[src/rtl/pipe_stage_chain_pkg.sv]
// ---------------------------------------------------------------------------
// pipe_stage_chain_pkg
//
// Purpose:
//    Shared definitions for the register-stage pipeline chain and its
//    forwarding muxes: default payload/address widths, the stage-record
//    layout and a small popcount helper for the occupancy counter.
//
// Contents:
//    DATA_W_DEF  - default payload width
//    ADDR_W_DEF  - default destination-register address width
//    MAX_DEPTH   - largest supported number of stages
//    stage_t     - one stage record (valid, regWrite, data, rdAddr)
//    countValid  - popcount over a MAX_DEPTH-wide valid vector
// ---------------------------------------------------------------------------
package pipe_stage_chain_pkg;

    localparam int DATA_W_DEF = 32;
    localparam int ADDR_W_DEF = 5;
    localparam int MAX_DEPTH  = 8;

    // A single in-flight slot. The chain keeps one of these per stage; at
    // non-default widths the top keeps the same four fields as parallel
    // vectors sized by its own parameters.
    typedef struct packed {
        logic                  valid;
        logic                  regWrite;
        logic [DATA_W_DEF-1:0] data;
        logic [ADDR_W_DEF-1:0] rdAddr;
    } stage_t;

    // Counts set bits in a valid vector that has been zero-padded out to
    // MAX_DEPTH, so one helper serves every legal DEPTH.
    function automatic logic [3:0] countValid(input logic [MAX_DEPTH-1:0] v);
        logic [3:0] cnt;
        cnt = '0;
        for (int i = 0; i < MAX_DEPTH; i++) begin
            cnt = cnt + 4'(v[i]);
        end
        return cnt;
    endfunction

endpackage

[src/rtl/pipe_stage_chain_fwd_mux.sv]
// ---------------------------------------------------------------------------
// pipe_fwd_mux
//
// Purpose:
//    One forwarding query against every stage of the pipeline chain. A stage
//    matches when it is valid, writes the register file, targets the queried
//    register and the queried register is not r0. The youngest (lowest
//    index) matching stage supplies the forwarded data.
//
// Ports:
//    stageValid_i    - per-stage valid bits
//    stageRegWrite_i - per-stage register-write bits
//    stageData_i     - per-stage payloads
//    stageRdAddr_i   - per-stage destination registers
//    qaddr_i         - queried source register
//    hit_o           - some stage matches the query
//    data_o          - payload of the youngest matching stage, else zero
// ---------------------------------------------------------------------------
module pipe_fwd_mux
    import pipe_stage_chain_pkg::*;
#(
    parameter int DATA_W = DATA_W_DEF,
    parameter int ADDR_W = ADDR_W_DEF,
    parameter int DEPTH  = 2
) (
    input  logic [DEPTH-1:0]             stageValid_i,
    input  logic [DEPTH-1:0]             stageRegWrite_i,
    input  logic [DEPTH-1:0][DATA_W-1:0] stageData_i,
    input  logic [DEPTH-1:0][ADDR_W-1:0] stageRdAddr_i,
    input  logic [ADDR_W-1:0]            qaddr_i,
    output logic                         hit_o,
    output logic [DATA_W-1:0]            data_o
);

    // Walk from the oldest stage towards the youngest so that a younger
    // match simply overwrites an older one; the last write wins, which gives
    // youngest-first priority without an explicit priority encoder. Register
    // zero is hard-wired, so a query for it never forwards anything.
    always_comb begin
        hit_o  = 1'b0;
        data_o = '0;
        if (qaddr_i != '0) begin
            for (int k = DEPTH - 1; k >= 0; k--) begin
                if (stageValid_i[k] && stageRegWrite_i[k] &&
                    (stageRdAddr_i[k] == qaddr_i)) begin
                    hit_o  = 1'b1;
                    data_o = stageData_i[k];
                end
            end
        end
    end

endmodule

[src/rtl/pipe_stage_chain.sv]
// ---------------------------------------------------------------------------
// pipe_stage_chain
//
// Purpose:
//    A chain of DEPTH register stages carrying instruction result slots
//    (valid, RegWrite, data, destination register) from stage 0 (youngest)
//    to stage DEPTH-1 (oldest), with stall, flush and NQ combinational
//    forwarding query ports looking into every stage.
//
// Ports:
//    clk_i        - clock, all state updates on the rising edge
//    rst_i        - synchronous active-high reset, clears every stage
//    valid_i      - incoming slot is live
//    RegWrite_i   - incoming slot writes the register file
//    data_i       - incoming payload
//    RDaddr_i     - incoming destination register
//    stall_i      - hold every stage, ignore the inputs
//    flush_i      - kill every in-flight slot and the incoming one
//    qaddr_i      - NQ packed forwarding source addresses
//    valid_o      - last stage valid
//    RegWrite_o   - last stage valid AND last stage RegWrite
//    data_o       - last stage payload
//    RDaddr_o     - last stage destination register
//    qhit_o       - per-query forwarding hit
//    qdata_o      - per-query forwarded payload, zero on miss
//    occupancy_o  - number of valid stages
// ---------------------------------------------------------------------------
module pipe_stage_chain
    import pipe_stage_chain_pkg::*;
#(
    parameter int DATA_W = DATA_W_DEF,
    parameter int ADDR_W = ADDR_W_DEF,
    parameter int DEPTH  = 2,
    parameter int NQ     = 2,
    localparam int OCC_W = $clog2(DEPTH + 1)
) (
    input  logic                 clk_i,
    input  logic                 rst_i,
    input  logic                 valid_i,
    input  logic                 RegWrite_i,
    input  logic [DATA_W-1:0]    data_i,
    input  logic [ADDR_W-1:0]    RDaddr_i,
    input  logic                 stall_i,
    input  logic                 flush_i,
    input  logic [NQ*ADDR_W-1:0] qaddr_i,
    output logic                 valid_o,
    output logic                 RegWrite_o,
    output logic [DATA_W-1:0]    data_o,
    output logic [ADDR_W-1:0]    RDaddr_o,
    output logic [NQ-1:0]        qhit_o,
    output logic [NQ*DATA_W-1:0] qdata_o,
    output logic [OCC_W-1:0]     occupancy_o
);

    // Stage records, stored field by field so the widths follow the
    // module parameters. Index 0 is the youngest stage.
    logic [DEPTH-1:0]             stageValid_q,    stageValid_d;
    logic [DEPTH-1:0]             stageRegWrite_q, stageRegWrite_d;
    logic [DEPTH-1:0][DATA_W-1:0] stageData_q,     stageData_d;
    logic [DEPTH-1:0][ADDR_W-1:0] stageRdAddr_q,   stageRdAddr_d;

    logic [MAX_DEPTH-1:0]         validPad;

    // Next-state for the chain. Flush wins over stall: only the valid bits
    // are cleared, the payload fields are left alone since nothing reads
    // them once valid is low and RegWrite_o is gated by valid. Without
    // stall or flush the inputs enter stage 0 and everything moves one
    // stage older; a bubble (valid_i=0) moves exactly like a live slot.
    always_comb begin
        stageValid_d    = stageValid_q;
        stageRegWrite_d = stageRegWrite_q;
        stageData_d     = stageData_q;
        stageRdAddr_d   = stageRdAddr_q;
        if (flush_i) begin
            stageValid_d = '0;
        end else if (!stall_i) begin
            stageValid_d[0]    = valid_i;
            stageRegWrite_d[0] = RegWrite_i;
            stageData_d[0]     = data_i;
            stageRdAddr_d[0]   = RDaddr_i;
            for (int k = 1; k < DEPTH; k++) begin
                stageValid_d[k]    = stageValid_q[k-1];
                stageRegWrite_d[k] = stageRegWrite_q[k-1];
                stageData_d[k]     = stageData_q[k-1];
                stageRdAddr_d[k]   = stageRdAddr_q[k-1];
            end
        end
    end

    // Stage registers. Reset clears every field of every stage and takes
    // priority over stall and flush, so nothing in flight survives it.
    always_ff @(posedge clk_i) begin
        if (rst_i) begin
            stageValid_q    <= '0;
            stageRegWrite_q <= '0;
            stageData_q     <= '0;
            stageRdAddr_q   <= '0;
        end else begin
            stageValid_q    <= stageValid_d;
            stageRegWrite_q <= stageRegWrite_d;
            stageData_q     <= stageData_d;
            stageRdAddr_q   <= stageRdAddr_d;
        end
    end

    // The last stage drives the outputs. RegWrite_o is gated by valid so a
    // flushed slot that still carries RegWrite=1 can never write.
    assign valid_o    = stageValid_q[DEPTH-1];
    assign RegWrite_o = stageValid_q[DEPTH-1] & stageRegWrite_q[DEPTH-1];
    assign data_o     = stageData_q[DEPTH-1];
    assign RDaddr_o   = stageRdAddr_q[DEPTH-1];

    // Occupancy is derived from the valid bits rather than kept as a
    // separate counter, so it cannot drift from the real stage contents.
    always_comb begin
        validPad               = '0;
        validPad[DEPTH-1:0]    = stageValid_q;
    end

    assign occupancy_o = OCC_W'(countValid(validPad));

    // One priority mux per query port, all looking only at the stage
    // registers so forwarding never sees the same-cycle inputs.
    for (genvar q = 0; q < NQ; q++) begin : gFwd
        pipe_fwd_mux #(
            .DATA_W (DATA_W),
            .ADDR_W (ADDR_W),
            .DEPTH  (DEPTH)
        ) uFwdMux (
            .stageValid_i    (stageValid_q),
            .stageRegWrite_i (stageRegWrite_q),
            .stageData_i     (stageData_q),
            .stageRdAddr_i   (stageRdAddr_q),
            .qaddr_i         (qaddr_i[q*ADDR_W +: ADDR_W]),
            .hit_o           (qhit_o[q]),
            .data_o          (qdata_o[q*DATA_W +: DATA_W])
        );
    end

endmodule

[config.mk]
export PLATFORM = sky130hd
export DESIGN_NAME = pipe_stage_chain
export DESIGN_NICKNAME = d
export VERILOG_FILES = /design/src/rtl/pipe_stage_chain_pkg.sv /design/src/rtl/pipe_stage_chain_fwd_mux.sv /design/src/rtl/pipe_stage_chain.sv
export SDC_FILE = /design/constraint.sdc
export NUM_CORES = 1
export LEC_CHECK = 0
export CORE_ASPECT_RATIO = 0.5
export CORE_MARGIN = 10
export CORE_UTILIZATION = 48
export DETAILED_ROUTE_END_ITERATION = 10
export GPL_TIMING_DRIVEN = 0
export PLACE_DENSITY = 0.86
export SLEW_MARGIN = 40
export SYNTH_ARGS = -nofsm -noshare
export SYNTH_HDL_FRONTEND = slang
export SYNTH_SLANG_ARGS = --single-unit
[constraint.sdc]
create_clock -name clk_i -period 7.95 [get_ports clk_i]
set_clock_uncertainty 0.15 [all_clocks]
set_input_delay 1.59 -clock clk_i [delete_from_list [all_inputs] [get_ports clk_i]]
set_output_delay 1.59 -clock clk_i [all_outputs]
set_load 0.03 [all_outputs]
# Yosys cells after proc, flatten, opt, wreduce, memory -nomap -nowiden

Index checks and enable logic that the tools add are counted.
W data, S select, Z words.

Bits of input ports: 53
Flip-flop bits (word level): 78
Word-level logic and storage cells: 36

Bitwise logic cells: 3
Mux-type cells: 12
Add/sub/neg operators: 1
Reduce and logical (&&, ||, !) cells: 10
Equal/unequal tests: 4

Operators by type and width:

| cell                | number |
|---|---|
| $mux W32            | 6 |
| $eq A5 B5 Y1        | 4 |
| $reduce_bool A5 Y1  | 2 |
| $logic_and A1 B1 Y1 | 6 |
| $mux W1             | 6 |
| $add A1 B1 Y2       | 1 |
| $not A1 Y1          | 2 |
| $reduce_and A2 Y1   | 1 |
| $reduce_or A2 Y1    | 1 |
| $and A1 B1 Y1       | 1 |

# Longest topological paths before layout

Depth after elaboration: 5
Mapped depth: 8

# Hierarchy

A second synthesis with hierarchy kept.

Cell total of the unflattened synthesis: 607
Area, all modules: 5013.6 um^2

Modules (own cells, without submodules):

| module           | times used | area an instance (um^2) | cells an instance |
|---|---|---|---|
| pipe_stage_chain | 1          | 3474.6                  | 341 |
| pipe_fwd_mux     | 2          | 769.5                   | 133 |

# Least setup slack after synthesis

Ideal clock, no wire load.

Path type: input to output
Start point: input qaddr_i[1]
End point: output qdata_o[10]
Data arrival time: 3.264 ns
Stages on the path: 8
Setup slack: 2.946 ns
Cell sequence: or4_4 buf_6 or2_1 buf_6 and4_4 buf_6 buf_6 a31o_1

Longest elaborated chain between the ends: 5
Elaborated cells between the ends (all ways): 8

Ends and longest elaborated chain:

| item                   | line                           | source |
|---|---|---|
| start, declared        | pipe_stage_chain.sv:45         | `input logic [NQ*ADDR_W-1:0] qaddr_i,` |
| $eq A5 B5 Y1           | pipe_stage_chain_fwd_mux.sv:45 | `(stageRdAddr_i[k] == qaddr_i)) begin` |
| $logic_and A1 B1 Y1    | pipe_stage_chain_fwd_mux.sv:44 | `if (stageValid_i[k] && stageRegWrite_i[k] &&` |
| $mux W32 (2 in series) | pipe_stage_chain_fwd_mux.sv:44 |  |
| $mux W32 (*)           | pipe_stage_chain_fwd_mux.sv:42 | `if (qaddr_i != '0) begin` |
| end, declared          | pipe_stage_chain.sv:51         | `output logic [NQ*DATA_W-1:0] qdata_o,` |

Every way passes the cells marked *; elsewhere a longest branch is shown, timed or not.

# Final worst setup path

Start point: input qaddr_i[9]
End point: output qdata_o[57]

Same word-level chain as after synthesis.

==> metrics <==
status=complete, no violations; M2 GR Usage=41.1%; Final #Nets=802; post-synthesis register bit count=78; power density over the cells=148 mW/mm^2; gr usage total=24.2%; # Post-CTS Setup Buffers=0; Area growth syn-to-layout=46.9%; HP Start=stageRegWrite_q[1]$_SDFFE_PP0P_; worst path cell trace=clkdlybuf4s50_1 > xor2_1 > nor4_1 > and3_1 > clkbuf_1 > clkbuf_1 > a32o_1 > clkdlybuf4s50_1; wire per inst=19.3 um; largest net degree at the start of global routing=13; Post-synth ARST share=0%; # resized after CTS=0; diode count=0; hold path depth=2; Primary FF master, synth=dfxtp_1; Worst path slowest cell=clkdlybuf4s50_1; first-pass GRT wire length=26,100 um; fraction of layout cells with a size suffix above 1=9.04%; Slew @ Worst Pin=733 ps; Critical Path End Type=output pin; chip width=154 um; Num Clock Sinks=78; placed insts=854; Period Utilization, post-route=80.2%; worst reg2reg startpoint=stageRdAddr_q[3]$_SDFFE_PP0P_; worst skew pair latency=350 ps; Max Clock Freq=157 MHz; cts bufs inserted=9; MaxCap Viol Count=0; Via density=5.80; Port Buffer Count=158; Post-synth EDFFs=0; WL final=16,700 um; grt total ovfl=0; Finished Layout Cells=869; pre-CTS setup slack=1660 ps; CTS Hold Bufs=0; Crit path required time=6210 ps; CP bufs+invs=4; core area=0.00871 sq mm; Top delay family on crit path=buffers and inverters; met1 Usage GRT=28.5%; Initial DRC Count=554; Worst R2R End=RDaddr_o[3]$_SDFFE_PP0P_; routed vias=5,041; hold path endpoint=stageRegWrite_q[1]$_SDFFE_PP0P_; Max stage delay on crit path=700 ps; Final min period=6380 ps; most frequent cells in the layout=nand2_1 (169), clkdlybuf4s50_1 (158), dfxtp_1 (78); worst ir drop on vdd=0.118 mV; Net Count, Synth=633; Max Root-Sink Buffers=2; Clock Tree Root=clkbuf_16; # H-tree levels=3; Hold Crit Class=reg2reg; syn avg cell area=7.40 sq um; Fillers=689; Slew HR=50.8%; critical path type=in2out; critical-path maximum fanout=10; Final Hold Fails=0; # rows=24; die footprint=0.0133 sq mm; Slew Limit Fails=0; final setup vio count=0; Remaining DRCs=0; Lkg Pwr=2.13 nW; Final ANT Viol Nets=0; Netlist Area Pre-Place=0.00428 sq mm; CP Launch Type=input pin; R2R cell count=2; gr busiest metal=met2; Seq/Total Area, Yosys=36.4%; area of the multi-input gates=0.00219 sq mm; Post-DP HPWL=12,300 um; vias in the first global route=4,879; FF+latch area=0.00156 sq mm; die span in y=86.8 um; synthesized netlist cell count=579; CTS clk-pin slew, worst paths=60 ps; post-route cell area=0.00629 sq mm; CTS tree=yes; GP Congestion=0.891; Synth warnings=0; Final WS setup=1570 ps; critical path data arrival time=4640 ps; RSZ-0062 raised after global routing=no; Initial Util=49.2%; first-pass iteration count of the detailed router=5; initial antenna violation count=0; Unique masters post-synth=31; Post-Route Setup TNS=0 ps; M3 GR Usage=7.91%; DP Area=0.00601 sq mm; # IOs=160; most common cell after layout, fill and taps aside=nand2_1; R2R setup slack=7020 ps
## synthesized netlist by cell type (2+ instances only)
cell      number  area share [%]
dfxtp_1       78              36
or2_2          2            0.29
and2_1         3            0.44
clkbuf_1      46             4.0
buf_6          4             1.1
o22ai_1       15             2.2
nand2_1      169              15
nand3_1        2            0.23
buf_4         39             6.8
xnor2_1       12             2.5
xor2_1         8             1.6
o21ai_0       32             3.7
mux2i_1        2            0.47
a21oi_1       76             8.9
and3_1         2            0.29
a32o_1        32             7.5
nor3_1        20             2.3
a31o_1        10             2.0
nor2_1         4            0.35
nand4_1        3            0.44
buf_1          4            0.35
a31o_2         7             1.4
## report_power, final
part	internal (mW)	leakage [nW]	total [mW]	switching (mW)
combinational	0.0492	1.35	0.107	0.0575
clock	0.241	0.139	0.405	0.164
sequential	0.403	0.634	0.418	0.0148
## sequential cells by signal (all words and copies together), names as in the netlist
signal	flops
data_o	32
RDaddr_o	5
stageValid_q	2
stageRegWrite_q	2
stageRdAddr_q	5
stageData_q	32
## area by class of cell
type	instances	share of cell area, %
timing repair buffer	158	25.1
sequential	78	24.8
clock inverter	4	0.775
buffer	94	8.43
clock buffer	11	3.70
tap	117	2.33
multi-input combinational	407	34.8
## tightest hold or removal path, stage by stage (launching register included)
cell     delay, ps
dfxtp_1        310
nand2_1         50
a21oi_1         50
## layer usage
layer / routed length, um / share of wire, %
met1: 6550 / 39
met2: 8050 / 48
met5: 0 / 0
met4: 423 / 2.5
met3: 1700 / 10
## how the worst max path moves through the flow
stage               startpoint     endpoint  slack, ps  cells past startpoint
finish              qaddr_i[9]  qdata_o[57]       1570                      8
CTS                 qaddr_i[9]  qdata_o[57]       1660                      8
detailed placement  qaddr_i[9]  qdata_o[57]       1660                      8
floorplan           qaddr_i[1]  qdata_o[10]       2950                      8
global route        qaddr_i[6]  qdata_o[46]       1480                      8
global placement    qaddr_i[9]  qdata_o[43]       1740                      8
## through the flow
stage                     total power, mW  hold WS [ps]  utilization (%)
after global routing                0.959           339             72.3
after floorplan                     0.477           282                -
final                               0.930           306             72.3
after global placement              0.527           288             69.0
after CTS                           0.926           301             72.3
after detailed placement            0.530           293             69.0
## kinds of logic after synthesis
| logic type | Yosys count | synth area share [%] |
|---|---|---|
| buf+inv | 94 | 12.4 |
| xor+xnor | 20 | 4.09 |
| simple gates | 209 | 20.0 |
| compound gates | 175 | 26.3 |
| flops | 78 | 36.4 |
| mux | 2 | 0.467 |
| fa+ha+maj | 1 | 0.292 |
Note: power is estimated with default switching activity, not from simulation.
